**src/rtl/vram_pkg.sv**
```systemverilog
// ---------------------------------------------------------------------------
// vram_pkg
// Constants and types shared by the framebuffer scanout block.
// Contents:
//   - 640x480@60 raster timing defaults and derived H/V totals
//   - default source image geometry (280x192) and its frame size
//   - SCALE: 2 when VRAM_SCANOUT_DOUBLE_EN is defined (pixel doubling), else 1
//   - scan_state_e: scanout state machine encoding {IDLE, RUN}
//   - raster_flags_t: per-pixel flags carried down the output delay line
// ---------------------------------------------------------------------------
package vram_pkg;

    localparam int DATA_WIDTH_D = 8;
    localparam int ADDR_WIDTH_D = 16;

    localparam int H_ACTIVE_D = 640;
    localparam int H_FP_D     = 16;
    localparam int H_SYNC_D   = 96;
    localparam int H_BP_D     = 48;
    localparam int H_TOTAL_D  = H_ACTIVE_D + H_FP_D + H_SYNC_D + H_BP_D;

    localparam int V_ACTIVE_D = 480;
    localparam int V_FP_D     = 10;
    localparam int V_SYNC_D   = 2;
    localparam int V_BP_D     = 33;
    localparam int V_TOTAL_D  = V_ACTIVE_D + V_FP_D + V_SYNC_D + V_BP_D;

    localparam int IMG_W_D  = 280;
    localparam int IMG_H_D  = 192;
    localparam int IMG_X0_D = 40;
    localparam int IMG_Y0_D = 48;

    // Words per source frame; the last address read in a frame is one less.
    function automatic int frame_size(input int w, input int h);
        return w * h;
    endfunction

    localparam int FRAME_SIZE_D = frame_size(IMG_W_D, IMG_H_D);

`ifdef VRAM_SCANOUT_DOUBLE_EN
    localparam int SCALE = 2;
`else
    localparam int SCALE = 1;
`endif

    // Raster counter width; covers totals up to 2047.
    localparam int CNT_W = 11;

    typedef enum logic {
        IDLE = 1'b0,
        RUN  = 1'b1
    } scan_state_e;

    typedef struct packed {
        logic active;
        logic hsync_n;
        logic vsync_n;
        logic fstart;
        logic in_win;
    } raster_flags_t;

    // Flag values of a blanking/idle position; also the reset value.
    localparam raster_flags_t FLAGS_IDLE = '{active: 1'b0, hsync_n: 1'b1,
                                             vsync_n: 1'b1, fstart: 1'b0,
                                             in_win: 1'b0};

endpackage

```
**src/rtl/vga_timing.sv**
```systemverilog
// ---------------------------------------------------------------------------
// vga_timing
// Horizontal/vertical raster counters and the combinational raster flags for
// the current counter position. Counters are held at 0 while run_i is low and
// start counting from (0,0) on the first clock with run_i high.
// Ports:
//   clk, rst_n      pixel clock, asynchronous active-low reset
//   run_i           1 = counters running, 0 = counters held at 0
//   h_o, v_o        current counter position
//   active_o        position inside the active area (0 when not running)
//   hsync_n_o       horizontal sync, active low (1 when not running)
//   vsync_n_o       vertical sync, active low (1 when not running)
//   fstart_o        position (0,0) while running
//   wrap_o          last position of the frame while running
// ---------------------------------------------------------------------------
module vga_timing
    import vram_pkg::*;
#(
    parameter int H_ACTIVE = H_ACTIVE_D,
    parameter int H_FP     = H_FP_D,
    parameter int H_SYNC   = H_SYNC_D,
    parameter int H_BP     = H_BP_D,
    parameter int V_ACTIVE = V_ACTIVE_D,
    parameter int V_FP     = V_FP_D,
    parameter int V_SYNC   = V_SYNC_D,
    parameter int V_BP     = V_BP_D
) (
    input  logic             clk,
    input  logic             rst_n,
    input  logic             run_i,
    output logic [CNT_W-1:0] h_o,
    output logic [CNT_W-1:0] v_o,
    output logic             active_o,
    output logic             hsync_n_o,
    output logic             vsync_n_o,
    output logic             fstart_o,
    output logic             wrap_o
);

    localparam int H_TOTAL = H_ACTIVE + H_FP + H_SYNC + H_BP;
    localparam int V_TOTAL = V_ACTIVE + V_FP + V_SYNC + V_BP;

    localparam logic [CNT_W-1:0] H_ACT_C  = CNT_W'(H_ACTIVE);
    localparam logic [CNT_W-1:0] H_SBEG_C = CNT_W'(H_ACTIVE + H_FP);
    localparam logic [CNT_W-1:0] H_SEND_C = CNT_W'(H_ACTIVE + H_FP + H_SYNC);
    localparam logic [CNT_W-1:0] H_LAST_C = CNT_W'(H_TOTAL - 1);
    localparam logic [CNT_W-1:0] V_ACT_C  = CNT_W'(V_ACTIVE);
    localparam logic [CNT_W-1:0] V_SBEG_C = CNT_W'(V_ACTIVE + V_FP);
    localparam logic [CNT_W-1:0] V_SEND_C = CNT_W'(V_ACTIVE + V_FP + V_SYNC);
    localparam logic [CNT_W-1:0] V_LAST_C = CNT_W'(V_TOTAL - 1);

    logic [CNT_W-1:0] h_q, h_d;
    logic [CNT_W-1:0] v_q, v_d;
    logic             h_last;
    logic             v_last;

    assign h_last = (h_q == H_LAST_C);
    assign v_last = (v_q == V_LAST_C);

    always_comb begin
        h_d = h_q;
        v_d = v_q;
        if (!run_i) begin
            h_d = '0;
            v_d = '0;
        end else if (h_last) begin
            h_d = '0;
            v_d = v_last ? '0 : v_q + CNT_W'(1);
        end else begin
            h_d = h_q + CNT_W'(1);
        end
    end

    always_ff @(posedge clk or negedge rst_n) begin
        if (!rst_n) begin
            h_q <= '0;
            v_q <= '0;
        end else begin
            h_q <= h_d;
            v_q <= v_d;
        end
    end

    assign h_o       = h_q;
    assign v_o       = v_q;
    assign active_o  = run_i && (h_q < H_ACT_C) && (v_q < V_ACT_C);
    assign hsync_n_o = !(run_i && (h_q >= H_SBEG_C) && (h_q < H_SEND_C));
    assign vsync_n_o = !(run_i && (v_q >= V_SBEG_C) && (v_q < V_SEND_C));
    assign fstart_o  = run_i && (h_q == '0) && (v_q == '0);
    assign wrap_o    = run_i && h_last && v_last;

endmodule

```
**src/rtl/vram_scanout.sv**
```systemverilog
// ---------------------------------------------------------------------------
// vram_scanout
// Read-side master for the dual-ported framebuffer RAM. Generates raster
// timing, walks the RAM read port row-major across the image window, and
// drives pixel/de/sync to the video output. The RAM read is registered, so
// every output for counter position N is presented together at N+3:
//   N   counter position       N+1 vram_adr registered
//   N+2 vram_q from the RAM    N+3 pix/de/hsync/vsync/frame_start
// Build option: define VRAM_SCANOUT_DOUBLE_EN to show each source pixel as a
// 2x2 block (window 2*IMG_W x 2*IMG_H); otherwise the mapping is 1:1.
// Ports:
//   clk, rst_n    pixel clock (also the RAM read clock), async active-low reset
//   en            scanout enable; dropping it finishes the current frame
//   border        pixel value for active area outside the image window
//   vram_adr      framebuffer read address (0 while idle)
//   vram_q        framebuffer read data, valid one clk after vram_adr
//   pix           output pixel, 0 whenever de is 0
//   de            active-video enable
//   hsync, vsync  syncs, active low
//   frame_start   one-clk pulse with the first active pixel of each frame
//   dbg_state     scanout state machine state
// ---------------------------------------------------------------------------
module vram_scanout
    import vram_pkg::*;
#(
    parameter int DATA_WIDTH = DATA_WIDTH_D,
    parameter int ADDR_WIDTH = ADDR_WIDTH_D,
    parameter int IMG_W      = IMG_W_D,
    parameter int IMG_H      = IMG_H_D,
    parameter int IMG_X0     = IMG_X0_D,
    parameter int IMG_Y0     = IMG_Y0_D,
    parameter int H_ACTIVE   = H_ACTIVE_D,
    parameter int H_FP       = H_FP_D,
    parameter int H_SYNC     = H_SYNC_D,
    parameter int H_BP       = H_BP_D,
    parameter int V_ACTIVE   = V_ACTIVE_D,
    parameter int V_FP       = V_FP_D,
    parameter int V_SYNC     = V_SYNC_D,
    parameter int V_BP       = V_BP_D
) (
    input  logic                  clk,
    input  logic                  rst_n,
    input  logic                  en,
    input  logic [DATA_WIDTH-1:0] border,
    output logic [ADDR_WIDTH-1:0] vram_adr,
    input  logic [DATA_WIDTH-1:0] vram_q,
    output logic [DATA_WIDTH-1:0] pix,
    output logic                  de,
    output logic                  hsync,
    output logic                  vsync,
    output logic                  frame_start,
    output scan_state_e           dbg_state
);

    // Window bounds in display coordinates (right/bottom exclusive).
    localparam logic [CNT_W-1:0] WIN_X0 = CNT_W'(IMG_X0);
    localparam logic [CNT_W-1:0] WIN_X1 = CNT_W'(IMG_X0 + SCALE * IMG_W);
    localparam logic [CNT_W-1:0] WIN_XL = CNT_W'(IMG_X0 + SCALE * IMG_W - 1);
    localparam logic [CNT_W-1:0] WIN_Y0 = CNT_W'(IMG_Y0);
    localparam logic [CNT_W-1:0] WIN_Y1 = CNT_W'(IMG_Y0 + SCALE * IMG_H);
    localparam logic [ADDR_WIDTH-1:0] LINE_STEP = ADDR_WIDTH'(IMG_W);

    // ---------------------------------------------------------------- FSM
    scan_state_e state_q, state_d;
    logic        run;
    logic        wrap;

    always_ff @(posedge clk or negedge rst_n) begin
        if (!rst_n) state_q <= IDLE;
        else        state_q <= state_d;
    end

    // Leaving RUN is only allowed at the frame wrap, so a dropped en always
    // lets the frame in flight complete.
    always_comb begin
        state_d = state_q;
        case (state_q)
            IDLE:    if (en)          state_d = RUN;
            RUN:     if (wrap && !en) state_d = IDLE;
            default:                  state_d = IDLE;
        endcase
    end

    always_comb begin
        run = (state_q == RUN);
    end

    assign dbg_state = state_q;

    // ------------------------------------------------------------- raster
    logic [CNT_W-1:0] h_cnt, v_cnt;
    logic             t_active, t_hsync_n, t_vsync_n, t_fstart;
    logic             in_win;

    vga_timing #(
        .H_ACTIVE (H_ACTIVE), .H_FP (H_FP), .H_SYNC (H_SYNC), .H_BP (H_BP),
        .V_ACTIVE (V_ACTIVE), .V_FP (V_FP), .V_SYNC (V_SYNC), .V_BP (V_BP)
    ) u_timing (
        .clk       (clk),
        .rst_n     (rst_n),
        .run_i     (run),
        .h_o       (h_cnt),
        .v_o       (v_cnt),
        .active_o  (t_active),
        .hsync_n_o (t_hsync_n),
        .vsync_n_o (t_vsync_n),
        .fstart_o  (t_fstart),
        .wrap_o    (wrap)
    );

    assign in_win = run && (h_cnt >= WIN_X0) && (h_cnt < WIN_X1) &&
                    (v_cnt >= WIN_Y0) && (v_cnt < WIN_Y1);

    // --------------------------------------------------------- addressing
    // Row-major walk without a multiplier: line_base steps by IMG_W once per
    // SCALE window lines, x_idx steps once per SCALE window clocks. The
    // *_sub bits count the repeats when pixel doubling is enabled.
    logic [ADDR_WIDTH-1:0] adr_q, adr_d;
    logic [ADDR_WIDTH-1:0] base_q, base_d;
    logic [ADDR_WIDTH-1:0] x_idx_q, x_idx_d;
    logic                  x_sub_q, x_sub_d;
    logic                  y_sub_q, y_sub_d;

    always_comb begin
        adr_d   = adr_q;
        base_d  = base_q;
        x_idx_d = x_idx_q;
        x_sub_d = x_sub_q;
        y_sub_d = y_sub_q;
        if (!run) begin
            adr_d   = '0;
            base_d  = '0;
            x_idx_d = '0;
            x_sub_d = 1'b0;
            y_sub_d = 1'b0;
        end else begin
            if (t_fstart) begin
                base_d  = '0;
                y_sub_d = 1'b0;
            end
            if (in_win) begin
                adr_d = base_q + x_idx_q;
                if (SCALE == 1 || x_sub_q) x_idx_d = x_idx_q + ADDR_WIDTH'(1);
                x_sub_d = (SCALE == 1) ? 1'b0 : ~x_sub_q;
                // Last window pixel of a display line.
                if (h_cnt == WIN_XL) begin
                    if (SCALE == 1 || y_sub_q) base_d = base_q + LINE_STEP;
                    y_sub_d = (SCALE == 1) ? 1'b0 : ~y_sub_q;
                end
            end else begin
                // Outside the window the address holds; the column restarts
                // at the next window line.
                x_idx_d = '0;
                x_sub_d = 1'b0;
            end
        end
    end

    always_ff @(posedge clk or negedge rst_n) begin
        if (!rst_n) begin
            adr_q   <= '0;
            base_q  <= '0;
            x_idx_q <= '0;
            x_sub_q <= 1'b0;
            y_sub_q <= 1'b0;
        end else begin
            adr_q   <= adr_d;
            base_q  <= base_d;
            x_idx_q <= x_idx_d;
            x_sub_q <= x_sub_d;
            y_sub_q <= y_sub_d;
        end
    end

    assign vram_adr = adr_q;

    // --------------------------------------------------------- delay line
    // Flags ride two stages alongside the address and RAM read, then meet
    // vram_q in the output register.
    raster_flags_t flags0;
    raster_flags_t d1_q, d2_q;

    always_comb begin
        flags0.active  = t_active;
        flags0.hsync_n = t_hsync_n;
        flags0.vsync_n = t_vsync_n;
        flags0.fstart  = t_fstart;
        flags0.in_win  = in_win;
    end

    always_ff @(posedge clk or negedge rst_n) begin
        if (!rst_n) begin
            d1_q <= FLAGS_IDLE;
            d2_q <= FLAGS_IDLE;
        end else begin
            d1_q <= flags0;
            d2_q <= d1_q;
        end
    end

    // ---------------------------------------------------------- pixel mux
    logic [DATA_WIDTH-1:0] pix_q, pix_d;
    logic                  de_q, hsync_q, vsync_q, fs_q;

    always_comb begin
        pix_d = '0;
        if (d2_q.in_win)      pix_d = vram_q;
        else if (d2_q.active) pix_d = border;
    end

    always_ff @(posedge clk or negedge rst_n) begin
        if (!rst_n) begin
            pix_q   <= '0;
            de_q    <= 1'b0;
            hsync_q <= 1'b1;
            vsync_q <= 1'b1;
            fs_q    <= 1'b0;
        end else begin
            pix_q   <= pix_d;
            de_q    <= d2_q.active;
            hsync_q <= d2_q.hsync_n;
            vsync_q <= d2_q.vsync_n;
            fs_q    <= d2_q.fstart;
        end
    end

    assign pix         = pix_q;
    assign de          = de_q;
    assign hsync       = hsync_q;
    assign vsync       = vsync_q;
    assign frame_start = fs_q;

endmodule
```
**config.mk**
```make
export PLATFORM = sky130hd
export DESIGN_NAME = vram_scanout
export DESIGN_NICKNAME = d
export VERILOG_FILES = /design/src/rtl/vram_pkg.sv /design/src/rtl/vga_timing.sv /design/src/rtl/vram_scanout.sv
export SDC_FILE = /design/constraint.sdc
export NUM_CORES = 1
export LEC_CHECK = 0
export ABC_AREA = 1
export BUFFER_PORTS_ARGS = -buffer_cell sky130_fd_sc_hd__buf_4
export CAP_MARGIN = 20
export CORE_ASPECT_RATIO = 0.9
export CORE_MARGIN = 4
export CORE_UTILIZATION = 40
export CTS_BUF_LIST = sky130_fd_sc_hd__clkbuf_2
export DETAILED_ROUTE_END_ITERATION = 8
export GPL_TIMING_DRIVEN = 0
export SYNTH_ARGS = -nofsm -noshare
export SYNTH_HDL_FRONTEND = slang
export SYNTH_SLANG_ARGS = --single-unit
```
**constraint.sdc**
```tcl
create_clock -name clk -period 1.82 [get_ports clk]
set_clock_uncertainty 0.15 [all_clocks]
set_input_delay 0.364 -clock clk [delete_from_list [all_inputs] [get_ports clk]]
set_output_delay 0.364 -clock clk [all_outputs]
set_load 0.02 [all_outputs]
```
== After elaboration in Yosys (flattened, before gate mapping) ==
Cells that the tools add are included.

* Divide/modulo/power cells: 0
* Reduce and logical (&&, ||, !) cells: 20
* Add/sub/neg operators: 5
* Eq/ne operators: 5
* Shifts and indexed selects: 0
* Multiplexer cells: 18
* Bitwise logic cells: 1
* Multipliers: 0
* $lt $le $gt $ge: 10

{| class="wikitable"
|+ Operators by type and width
! operator !! number
|-
| two-way mux 16 bit || 8
|-
| two-way mux 11 bit || 5
|-
| less-than comparator 11 x 9 -> 1 bit, second input constant || 3
|-
| adder 11 x 1 -> 11 bit, second input constant || 2
|-
| equality test 11 x 10 -> 1 bit, second input constant || 2
|-
| >= comparator 11 x 6 -> 1 bit, second input constant || 2
|-
| logical NOT 11 bit || 2
|-
| less-than comparator 11 x 10 -> 1 bit, second input constant || 2
|-
| adder 16 x 1 -> 16 bit, second input constant || 1
|-
| adder 16 bit || 1
|-
| adder 16 x 9 -> 16 bit, second input constant || 1
|-
| two-way mux 8 bit || 2
|-
| logical AND 1 bit || 15
|-
| equality test 11 x 9 -> 1 bit, second input constant || 1
|-
| >= comparator 11 x 10 -> 1 bit, second input constant || 1
|-
| >= comparator 11 x 9 -> 1 bit, second input constant || 1
|-
| less-than comparator 11 x 8 -> 1 bit, second input constant || 1
|-
| inequality test 2 x 1 -> 1 bit, second input constant || 2
|-
| logical NOT 1 bit || 3
|-
| two-way mux 1 bit || 2
|-
| case mux 1 bit (2 select lines) || 1
|-
| NOT 1 bit || 1
|}

* Memories: 0
* RAM bits: 0
* Logic and storage cells: 80
* Latch bits: 0
* Output and inout port bits: 29
* Memory bits (read-only): 0
* Bits in registers: 93

== Depth between registers and ports, before layout ==
Gate-level depths: netlist (run 1).

* Word-level depth: 7
* Mapped depth: 12

== Modules after synthesis ==
A second synthesis (run 1) with hierarchy kept.

* Cell total of the unflattened synthesis: 787
* Area, all modules: 5,758.0 um2

{| class="wikitable"
|+ Modules (own cells, without submodules)
! module !! area an instance (um2) !! instances !! seq. area each (um2) !! cells an instance
|-
| vram_scanout || 4,311.6 || 1 || 1,784.2 || 583
|-
| vga_timing || 1,446.4 || 1 || 550.5 || 204
|}

== Least setup slack after synthesis (run 1) ==
Ideal clock, no wire load.

* Kind: reg2reg
* Start point: register x_idx_q[0]
* End point: register adr_q[8] (netlist: vram_adr[8])
* Setup slack: 0.028 ns
* Stages on the path, launching flop included: 10
* Data arrival time: 1.559 ns
* Data required time: 1.587 ns
* Period minus slack after synthesis: 1.792 ns
* Cells stage by stage: dfrtp_1 > ha_1 > fa_1 > nand3_1 > nand3_1 > nand2_1 > nand3_1 > nand2_1 > nand2_1 > o21ai_0

* Word-level cells in the longest chain between the ends: 3

{| class="wikitable"
|+ Ends and longest elaborated chain
! what !! line !! source
|-
| start, declared || vram_scanout.sv:120 || <nowiki>logic [ADDR_WIDTH-1:0] x_idx_q, x_idx_d;</nowiki>
|-
| start signal, assigned || vram_scanout.sv:169 || <nowiki>x_idx_q <= x_idx_d;</nowiki>
|-
| adder 16 bit || vram_scanout.sv:142 || <nowiki>adr_d = base_q + x_idx_q;</nowiki>
|-
| two-way mux 16 bit || vram_scanout.sv:141 || <nowiki>if (in_win) begin</nowiki>
|-
| two-way mux 16 bit || vram_scanout.sv:130 || <nowiki>if (!run) begin</nowiki>
|-
| end signal, assigned || vram_scanout.sv:167 || <nowiki>adr_q <= adr_d;</nowiki>
|-
| end, declared || vram_scanout.sv:118 || <nowiki>logic [ADDR_WIDTH-1:0] adr_q, adr_d;</nowiki>
|}

Every way passes these cells. The select of a mux whose other input is x is not followed.
A chain may end at the register's enable or synchronous reset.

== Worst setup path after layout (run 1) ==
* Start point: register u_timing.h_q[6] (netlist: u_timing.h_o[6])
* End point: register base_q[9]

* Word-level cells in the longest chain between the ends: 7

{| class="wikitable"
|+ Ends and longest elaborated chain
! what !! line !! source
|-
| start, declared || vga_timing.sv:52 || <nowiki>logic [CNT_W-1:0] h_q, h_d;</nowiki>
|-
| start signal, assigned || vga_timing.sv:76 || <nowiki>h_q <= '0;</nowiki>
|-
| start signal, assigned || vga_timing.sv:79 || <nowiki>h_q <= h_d;</nowiki>
|-
| logical NOT 11 bit (*) || vga_timing.sv:89 || <nowiki>assign fstart_o = run_i && (h_q == '0) && (v_q == '0);</nowiki>
|-
| logical AND 1 bit (*) (2 in series) || vga_timing.sv:89 ||
|-
| via t_fstart || vram_scanout.sv:92 || <nowiki>logic t_active, t_hsync_n, t_vsync_n, t_fstart;</nowiki>
|-
| two-way mux 16 bit (*) || vram_scanout.sv:137 || <nowiki>if (t_fstart) begin</nowiki>
|-
| two-way mux 16 bit || vram_scanout.sv:146 || <nowiki>if (h_cnt == WIN_XL) begin</nowiki>
|-
| two-way mux 16 bit (*) || vram_scanout.sv:141 ||
|-
| two-way mux 16 bit (*) || vram_scanout.sv:130 ||
|-
| via base_d[9] || vram_scanout.sv:119 || <nowiki>logic [ADDR_WIDTH-1:0] base_q, base_d;</nowiki>
|-
| end signal, assigned || vram_scanout.sv:168 || <nowiki>base_q <= base_d;</nowiki>
|-
| end, declared || vram_scanout.sv:119 ||
|}

Mark *: on every way through the listed nets, which the timed path passes. The rest lies on a longest branch.

==> results of run 1 <==
synthesized netlist by cell type, drive strengths merged:
master / instances
nand2: 250
inv: 106
nor2: 95
dfrtp: 87
nand3: 82
o21ai: 31
a21oi: 26
ha: 21
nor3: 20
nand4: 11
buf: 9
xor2: 9
dfstp: 6
nand3b: 6
xnor2: 6
and2: 3
clkbuf: 3
nor4: 2
or2: 2
fa: 1
nor3b: 1
o21a: 1
o21bai: 1
o31ai: 1
power by group:
part	total, W	switching [W]	leakage (nW)	internal, W
combinational	0.00114	0.000655	2.61	0.000485
sequential	0.00232	0.000141	1.18	0.00218
clock	0.000924	0.000753	0.0548	0.000172
total	0.00438	0.00155	3.85	0.00283
final timing paths:
| kind | start | slack [ns] | end | cells after the start |
|---|---|---|---|---|
| max | u_timing.h_o[6] | -0.06 | base_q[9] | 8 |
| max in group asynchronous | rst_n | 0.81 | x_idx_q[11] | 3 |
| min reg2reg | d2_q[3] | 0.23 | hsync | 0 |
| max reg2reg | u_timing.h_o[6] | -0.06 | base_q[9] | 8 |
| min | rst_n | 0.04 | pix[1] | 2 |
| min in group clk | d2_q[3] | 0.23 | hsync | 0 |
metrics by stage:
| step | std cells | utilization (%) | setup TNS, ns |
|---|---|---|---|
| after floorplan | 780 | - | 0 |
| after global placement | 1016 | 45.8 | -2.99 |
| after detailed placement | 1017 | 46.0 | -3.81 |
| after CTS | 1087 | 52.1 | -0.213 |
| after global routing | 1128 | 59.2 | -4.66 |
| final | 1128 | 59.2 | -0.528 |
sequential cells by signal, indices dropped and copies added, names as in the netlist:
register,flops
x_idx_q,16
u_timing.v_o,11
vram_adr,16
u_timing.h_o,11
frame_start,1
vsync,1
d2_q,5
de,1
pix,8
hsync,1
dbg_state,1
base_q,16
d1_q,5
cell families (layout without fill, tap and decap cells):
group / after synthesis / after routing / share of synthesized area [%]
compound gates: 60 / 60 / 6.05
simple gates: 472 / 474 / 36.5
buf+inv: 118 / 274 / 8.84
flops: 93 / 93 / 41.3
other cells: 0 / 1 / 0
xor+xnor: 15 / 15 / 2.33
fa+ha+maj: 22 / 22 / 5.00
routing by layer:
metal / global-route usage, % / vias to the layer above
li1: - / 2787
met1: 28.9 / 2695
met2: 30.2 / 178
met3: 2.75 / 23
met4: 6.68 / 0
met5: 0 / -
timing repair:
item                                   CTS  global route
pin swaps                               11            44
buffers inserted                        36            36
endpoints found under the hold margin   96             0
gates cloned                             0             5
gates resized for setup                 63           171
hold buffers                            18             0
setup endpoints to repair               53            65
cell type report:
class                           count  share of cell area (%)
Tap cell                          189                    2.93
Buffer                             11                    1.47
Antenna cell                        1                  0.0310
Sequential cell                    93                    29.3
Inverter                          106                    5.18
Multi-Input combinational cell    571                    44.6
Timing Repair Buffer              141                    15.4
Clock inverter                      7                   0.512
Clock buffer                        9                   0.559
==> tab_implementation.tex, run 1 <==
\begin{tabular}{lr}
\hline
Metric & Value \\
\hline
\multicolumn{2}{l}{\textbf{Logic synthesis}} \\
Number of standard cells after synthesis & 780 \\
Portion of synthesized cell area occupied by the leading cell type & 38.5\% \\
Count of warnings emitted by yosys & 0 \\
Synthesized area & 5650 sq um \\
Unique cell type count in the Yosys netlist & 39 \\
Seq cells post-synth & 93 \\
Biggest area contributors in the synthesized netlist & sky130\_fd\_sc\_hd\_\_dfrtp\_1 (39\%), sky130\_fd\_sc\_hd\_\_nand2\_1 (16\%), sky130\_fd\_sc\_hd\_\_nand3\_1 (7.0\%) \\
Cell type contributing the most total cell area after synthesis & sky130\_fd\_sc\_hd\_\_dfrtp\_1 \\
Sequential element share of the synthesized area & 41.3\% \\
Post-Syn Nets & 821 \\
Post-Synthesis Mean Instance Area & 7.24 sq um \\
\multicolumn{2}{l}{\textbf{Placement}} \\
Dpl cell area & 6270 sq um \\
Half-perimeter wire length after placement & 10700 um \\
Port Buffers & 47 \\
Worst setup slack after placement & -0.236 ns \\
Global placer's final weighted congestion & 0.889 \\
\multicolumn{2}{l}{\textbf{Drt}} \\
Number of vias in the routed layout & 5683 \\
Sum of routed wire length over all layers & 17200 um \\
Amount of wire on met3 after detailed routing & 1010 um \\
Routed WL per cell & 15.3 um \\
Pre-Repair DR Iteration Count & 7 \\
Routed wire length on met2 & 7780 um \\
Top layer in use & met4 \\
Detail-routed via count per cell & 5.04 \\
Residual antenna-violating net count after detailed routing & 0 \\
Violation count after the first detailed-routing iteration & 426 \\
Post-Route M1 WL & 8120 um \\
Post-route DRC & 0 \\
\multicolumn{2}{l}{\textbf{Finish}} \\
Combined flip-flop and latch cell area & 2360 sq um \\
Layout cells sized above 1 & 35.8\% \\
Multi-input gate area & 3600 sq um \\
Final standard cell area without fillers & 8060 sq um \\
Layout-stage area growth over the synthesis result & 42.7\% \\
Count of nets after finishing & 974 \\
Most frequent standard cell in the layout excluding fill and tap cells & sky130\_fd\_sc\_hd\_\_nand2\_1 \\
Most frequent cells in the layout & sky130\_fd\_sc\_hd\_\_nand2\_1 (197), sky130\_fd\_sc\_hd\_\_buf\_4 (105), sky130\_fd\_sc\_hd\_\_inv\_1 (91) \\
FILL cells & 1193 \\
\multicolumn{2}{l}{\textbf{Floorplan}} \\
Initial Util & 41.5\% \\
DIE AREA & 16100 sq um \\
Core box area & 13600 sq um \\
Floorplan row count & 40 \\
Die H & 121 um \\
Top-Level Pins & 48 \\
X dimension of the die & 133 um \\
\multicolumn{2}{l}{\textbf{Global route}} \\
Initial antenna violation count & 1 \\
Wire length of the first global-routing pass & 25500 um \\
Sum of overflow across all layers after global routing & 0 \\
Largest net degree at the start of global routing & 61 \\
Via count of the first global-routing pass & 5121 \\
Global Route Usage Sum & 19.8\% \\
\multicolumn{2}{l}{\textbf{STA}} \\
Final cycle utilization of the critical path & 103\% \\
Final count of hold timing violations & 0 \\
RSZ-0062 raised after global routing & true \\
Smallest hold slack & 0.0371 ns \\
Achievable Freq & 0.532 GHz \\
Tightest slew margin relative to the limit & 66.5\% \\
Worst Tran Pin Value & 0.497 ns \\
Final WS setup & -0.0610 ns \\
Tmin final & 1.88 ns \\
Number of setup violations in the final report & 21 \\
Final max-slew violation count & 0 \\
\multicolumn{2}{l}{\textbf{Critical path}} \\
Critical Path, Cell by Cell & nor2\_4, nand2\_2, nor2\_2, nand3\_4, inv\_4, o21ai\_1, nand2\_1, nand2\_1 \\
Max stage delay on crit path & 0.51 ns \\
Kind of cell adding the most delay to the critical path & simple AND/OR/NAND/NOR gates \\
Most common cell on crit path & sky130\_fd\_sc\_hd\_\_nand2\_1 \\
Required time of the worst setup path & 2.20 ns \\
Maximum fanout encountered on the critical timing path & 5 \\
Type of element launching the critical path & flop \\
Critical setup path kind & reg -> reg \\
Arr. time, crit path & 2.26 ns \\
CP max stage cell & sky130\_fd\_sc\_hd\_\_dfrtp\_2 \\
Bufs and invs on worst path & 1 \\
Category of the worst setup path capture point & flop \\
\multicolumn{2}{l}{\textbf{CTS}} \\
Clock-pin slew on the worst setup and hold paths & 0.25 ns \\
Buffer levels on the longest clock path & 2 \\
Clock sink total & 93 \\
TritonCTS clock tree & yes \\
H-tree depth & 3 \\
Clk Latency, worst-skew pair & 0.63 ns \\
Clock buffers created by TritonCTS & 9 \\
Clock root cell & sky130\_fd\_sc\_hd\_\_clkbuf\_2 \\
\multicolumn{2}{l}{\textbf{Power}} \\
Power consumption & 0.00438 W \\
Power per unit of standard cell area & 543 nW/um\^{}2 \\
Worst vdd ir & 346 uV \\
Total leakage power & 3.85 nW \\
\multicolumn{2}{l}{\textbf{Hold path}} \\
Worst min-delay path category & in -> async \\
\multicolumn{2}{l}{\textbf{Status}} \\
Violated checks & setup timing \\
Outcome & finished, violations left \\
\multicolumn{2}{l}{\textbf{Run}} \\
Max cap viols & 0 \\
\hline
\end{tabular}
(Power assumes the default switching activity.)
==> run 2, diff against run 1 <==
Settings changed: SYNTH_HIERARCHICAL set to 1.
==> tab_implementation.tex, run 2 <==
\begin{tabular}{lr}
\hline
Metric & Value \\
\hline
\multicolumn{2}{l}{\textbf{Logic synthesis}} \\
Cell type contributing the most total cell area after synthesis & sky130\_fd\_sc\_hd\_\_dfrtp\_1 \\
Seq cells post-synth & 93 \\
Async S/R FF share, synth & 100\% \\
Portion of synthesized cell area occupied by the leading cell type & 37.8\% \\
Dominant combinational cell family by area after synthesis & simple AND/OR/NAND/NOR gates \\
Adder and majority cell fraction of the synthesized area & 4.91\% \\
Post-Syn Nets & 828 \\
Area share of and/or/nand/nor cells after synthesis & 37.4\% \\
Top cell types by occurrence after synthesis & sky130\_fd\_sc\_hd\_\_nand2\_1 (261), sky130\_fd\_sc\_hd\_\_inv\_1 (101), sky130\_fd\_sc\_hd\_\_dfrtp\_1 (87) \\
Unique cell type count in the Yosys netlist & 45 \\
Complex-gate fraction of the synthesized area & 5.82\% \\
Most common cell in the synthesized netlist & sky130\_fd\_sc\_hd\_\_nand2\_1 \\
Number of standard cells after synthesis & 787 \\
Number of enable-type register cells in the synthesized netlist & 0 \\
Count of warnings emitted by yosys & 6 \\
Area share of xor/xnor cells in the synthesized design & 2.13\% \\
Post-Synthesis Mean Instance Area & 7.32 sq um \\
Biggest area contributors in the synthesized netlist & sky130\_fd\_sc\_hd\_\_dfrtp\_1 (38\%), sky130\_fd\_sc\_hd\_\_nand2\_1 (17\%), sky130\_fd\_sc\_hd\_\_inv\_1 (6.6\%) \\
Synthesized area & 5760 sq um \\
Synth Flop Type & sky130\_fd\_sc\_hd\_\_dfrtp\_1 \\
Mux cell area share after synthesis & 0\% \\
Sequential element share of the synthesized area & 40.5\% \\
\multicolumn{2}{l}{\textbf{Status}} \\
Outcome & finished, violations left \\
Violated checks & setup timing \\
\multicolumn{2}{l}{\textbf{Drt}} \\
Pre-Repair DR Iteration Count & 5 \\
Detail-routed via count per cell & 4.88 \\
Residual antenna-violating net count after detailed routing & 0 \\
Routed WL per cell & 14.1 um \\
Number of vias in the routed layout & 5562 \\
Post-route DRC & 0 \\
Sum of routed wire length over all layers & 16000 um \\
Violation count after the first detailed-routing iteration & 356 \\
\multicolumn{2}{l}{\textbf{Finish}} \\
Multi-input gate area & 3580 sq um \\
FILL cells & 1271 \\
Layout cells sized above 1 & 36.6\% \\
Layout-stage area growth over the synthesis result & 44.5\% \\
Most frequent standard cell in the layout excluding fill and tap cells & sky130\_fd\_sc\_hd\_\_nand2\_1 \\
Most frequent cells in the layout & sky130\_fd\_sc\_hd\_\_nand2\_1 (223), sky130\_fd\_sc\_hd\_\_inv\_1 (91), sky130\_fd\_sc\_hd\_\_buf\_4 (78) \\
N\_diodes & 0 \\
Combined flip-flop and latch cell area & 2370 sq um \\
Final core occ & 59.2\% \\
Count of nets after finishing & 982 \\
\multicolumn{2}{l}{\textbf{Placement}} \\
Global placer's final weighted congestion & 0.846 \\
Port Buffers & 47 \\
Half-perimeter wire length after placement & 10100 um \\
\multicolumn{2}{l}{\textbf{Floorplan}} \\
DIE AREA & 16400 sq um \\
Core box area & 14100 sq um \\
Top-Level Pins & 48 \\
Die H & 122 um \\
Floorplan row count & 41 \\
X dimension of the die & 134 um \\
Initial Util & 41.0\% \\
\multicolumn{2}{l}{\textbf{Power}} \\
Switching share of total power & 28.0\% \\
Total leakage power & 3.93 nW \\
Combinational Power Share & 4.5\% \\
Power per unit of standard cell area & 400 nW/um\^{}2 \\
Power Internal & 0.00239 W \\
Net switching power & 0.000932 W \\
Worst vdd ir & 497 uV \\
Clock network fraction of total power & 32.8\% \\
Reg power frac & 62.8\% \\
\multicolumn{2}{l}{\textbf{Run}} \\
Max cap viols & 0 \\
\multicolumn{2}{l}{\textbf{STA}} \\
Final max-slew violation count & 0 \\
Final WS setup & -0.0543 ns \\
Worst Tran Pin Value & 0.569 ns \\
Final cycle utilization of the critical path & 103\% \\
Number of setup violations in the final report & 5 \\
Achievable Freq & 0.534 GHz \\
RSZ-0062 raised after global routing & true \\
Final count of hold timing violations & 0 \\
Smallest hold slack & 0.0517 ns \\
Tmin final & 1.87 ns \\
Tightest slew margin relative to the limit & 62.1\% \\
\multicolumn{2}{l}{\textbf{Critical path}} \\
Worst-case register-to-register setup slack & -0.05 ns \\
Maximum fanout encountered on the critical timing path & 1 \\
Type of element launching the critical path & flop \\
CP max stage cell & sky130\_fd\_sc\_hd\_\_dfstp\_2 \\
Required time of the worst setup path & 1.31 ns \\
Critical setup path kind & reg -> out \\
Critical Path, Cell by Cell & buf\_6 \\
Kind of cell adding the most delay to the critical path & flip-flops \\
Max stage delay on crit path & 0.60 ns \\
Arr. time, crit path & 1.36 ns \\
Bufs and invs on worst path & 1 \\
Category of the worst setup path capture point & output port \\
\multicolumn{2}{l}{\textbf{CTS}} \\
Clk Latency, worst-skew pair & 0.65 ns \\
Clock sink total & 93 \\
Buffer levels on the longest clock path & 2 \\
H-tree depth & 3 \\
Clock buffers created by TritonCTS & 9 \\
TritonCTS clock tree & yes \\
Clock root cell & sky130\_fd\_sc\_hd\_\_clkbuf\_2 \\
Clock-pin slew on the worst setup and hold paths & 0.31 ns \\
\multicolumn{2}{l}{\textbf{Global route}} \\
Largest net degree at the start of global routing & 54 \\
Wire length of the first global-routing pass & 24800 um \\
Via count of the first global-routing pass & 5074 \\
Sum of overflow across all layers after global routing & 0 \\
Initial antenna violation count & 0 \\
Global Route Usage Sum & 18.8\% \\
\multicolumn{2}{l}{\textbf{Hold path}} \\
Worst min-delay path category & in -> async \\
\hline
\end{tabular}
-- run 2: cell count changes in the layout (fill, tap and decap cells not counted), sizes merged, moves of 4 or more --
cell   delta
nand2    +16
nor2     -10
nand4     +9
nand3     -5
o21ai     -5
a21oi     -4
-- run 2: power groups by stage --
| stage | Clock, W | Sequential [W] | Combinational (W) |
|---|---|---|---|
| 2_1_floorplan | 0 | 0.00213 | 0.00000825 |
| 3_3_place_gp | 0 | 0.00212 | 0.000108 |
| 3_5_place_dp | 0 | 0.00212 | 0.000116 |
| 4_1_cts | 0.00115 | 0.00209 | 0.000151 |
| 5_1_grt | 0.00122 | 0.00209 | 0.000167 |
| 6_report | 0.00109 | 0.00209 | 0.000149 |
-- run 2: cells by family after synthesis --
logic type | after synthesis
buffers and inverters | 123
adder cells (fa/ha/maj) | 22
flip-flops | 93
AO/OA/AOI/OAI | 55
XOR/XNOR | 14
AND/OR/NAND/NOR | 480
-- run 2: worst register-to-register path: stages (launching register included) --
cell and delay [ns]:
sky130_fd_sc_hd__dfrtp_2 0.51, sky130_fd_sc_hd__ha_4 0.18, sky130_fd_sc_hd__fa_2 0.41, sky130_fd_sc_hd__nand3_2 0.12, sky130_fd_sc_hd__nand3_4 0.12, sky130_fd_sc_hd__nand2_2 0.09
sky130_fd_sc_hd__nand3_2 0.07, sky130_fd_sc_hd__nand2_1 0.06, sky130_fd_sc_hd__nand2_1 0.04, sky130_fd_sc_hd__o21ai_1 0.12
-- run 2: timing repair --
action	in CTS	in global routing
setup endpoints to repair	56	84
gates cloned	0	7
hold buffers	18	0
endpoints found under the hold margin	96	0
buffers inserted	32	39
gates resized for setup	71	172
pin swaps	14	55
-- run 2: metal layers --
layer	part of all wire, %	track usage (%)	up-vias	wire [um]
met4	1.0	3.50	0	160
met5	0	0	-	0
met2	45	28.5	122	7170
met3	5.3	4.25	14	851
li1	-	-	2818	-
met1	49	28.0	2608	7820
-- run 2: worst paths after layout --
check / start / end / depth (start not counted)
worst min register to register: d1_q[2] / d2_q[2] / 0
worst max-delay path: hsync / hsync / 1
worst min-delay path: rst_n / base_q[1] / 2
max in group asynchronous: rst_n / d1_q[2] / 3
min in group clk: d1_q[2] / d2_q[2] / 0
worst max register to register: x_idx_q[0] / vram_adr[8] / 9
-- run 2: final cells by class --
class / instances / share of cell area (%)
multi-input combinational: 571 / 43.0
clock buffer: 9 / 0.541
buffer: 13 / 1.92
timing repair buffer: 144 / 16.8
inverter: 109 / 5.40
tap: 193 / 2.90
clock inverter: 7 / 0.962
sequential: 93 / 28.5
-- run 2: stage by stage --
step                setup WS (ns)  setup TNS, ns  area [sq um]  std cells  power (W)
detailed placement         -0.260          -4.73          6400       1028    0.00223
global route               -0.180          -3.73          8320       1139    0.00348
CTS                        -0.117         -0.286          7260       1094    0.00339
floorplan                  0.0215              0          5780        787    0.00214
global placement           -0.267          -4.70          6370       1027    0.00222
finish                    -0.0543         -0.192          8320       1139    0.00333
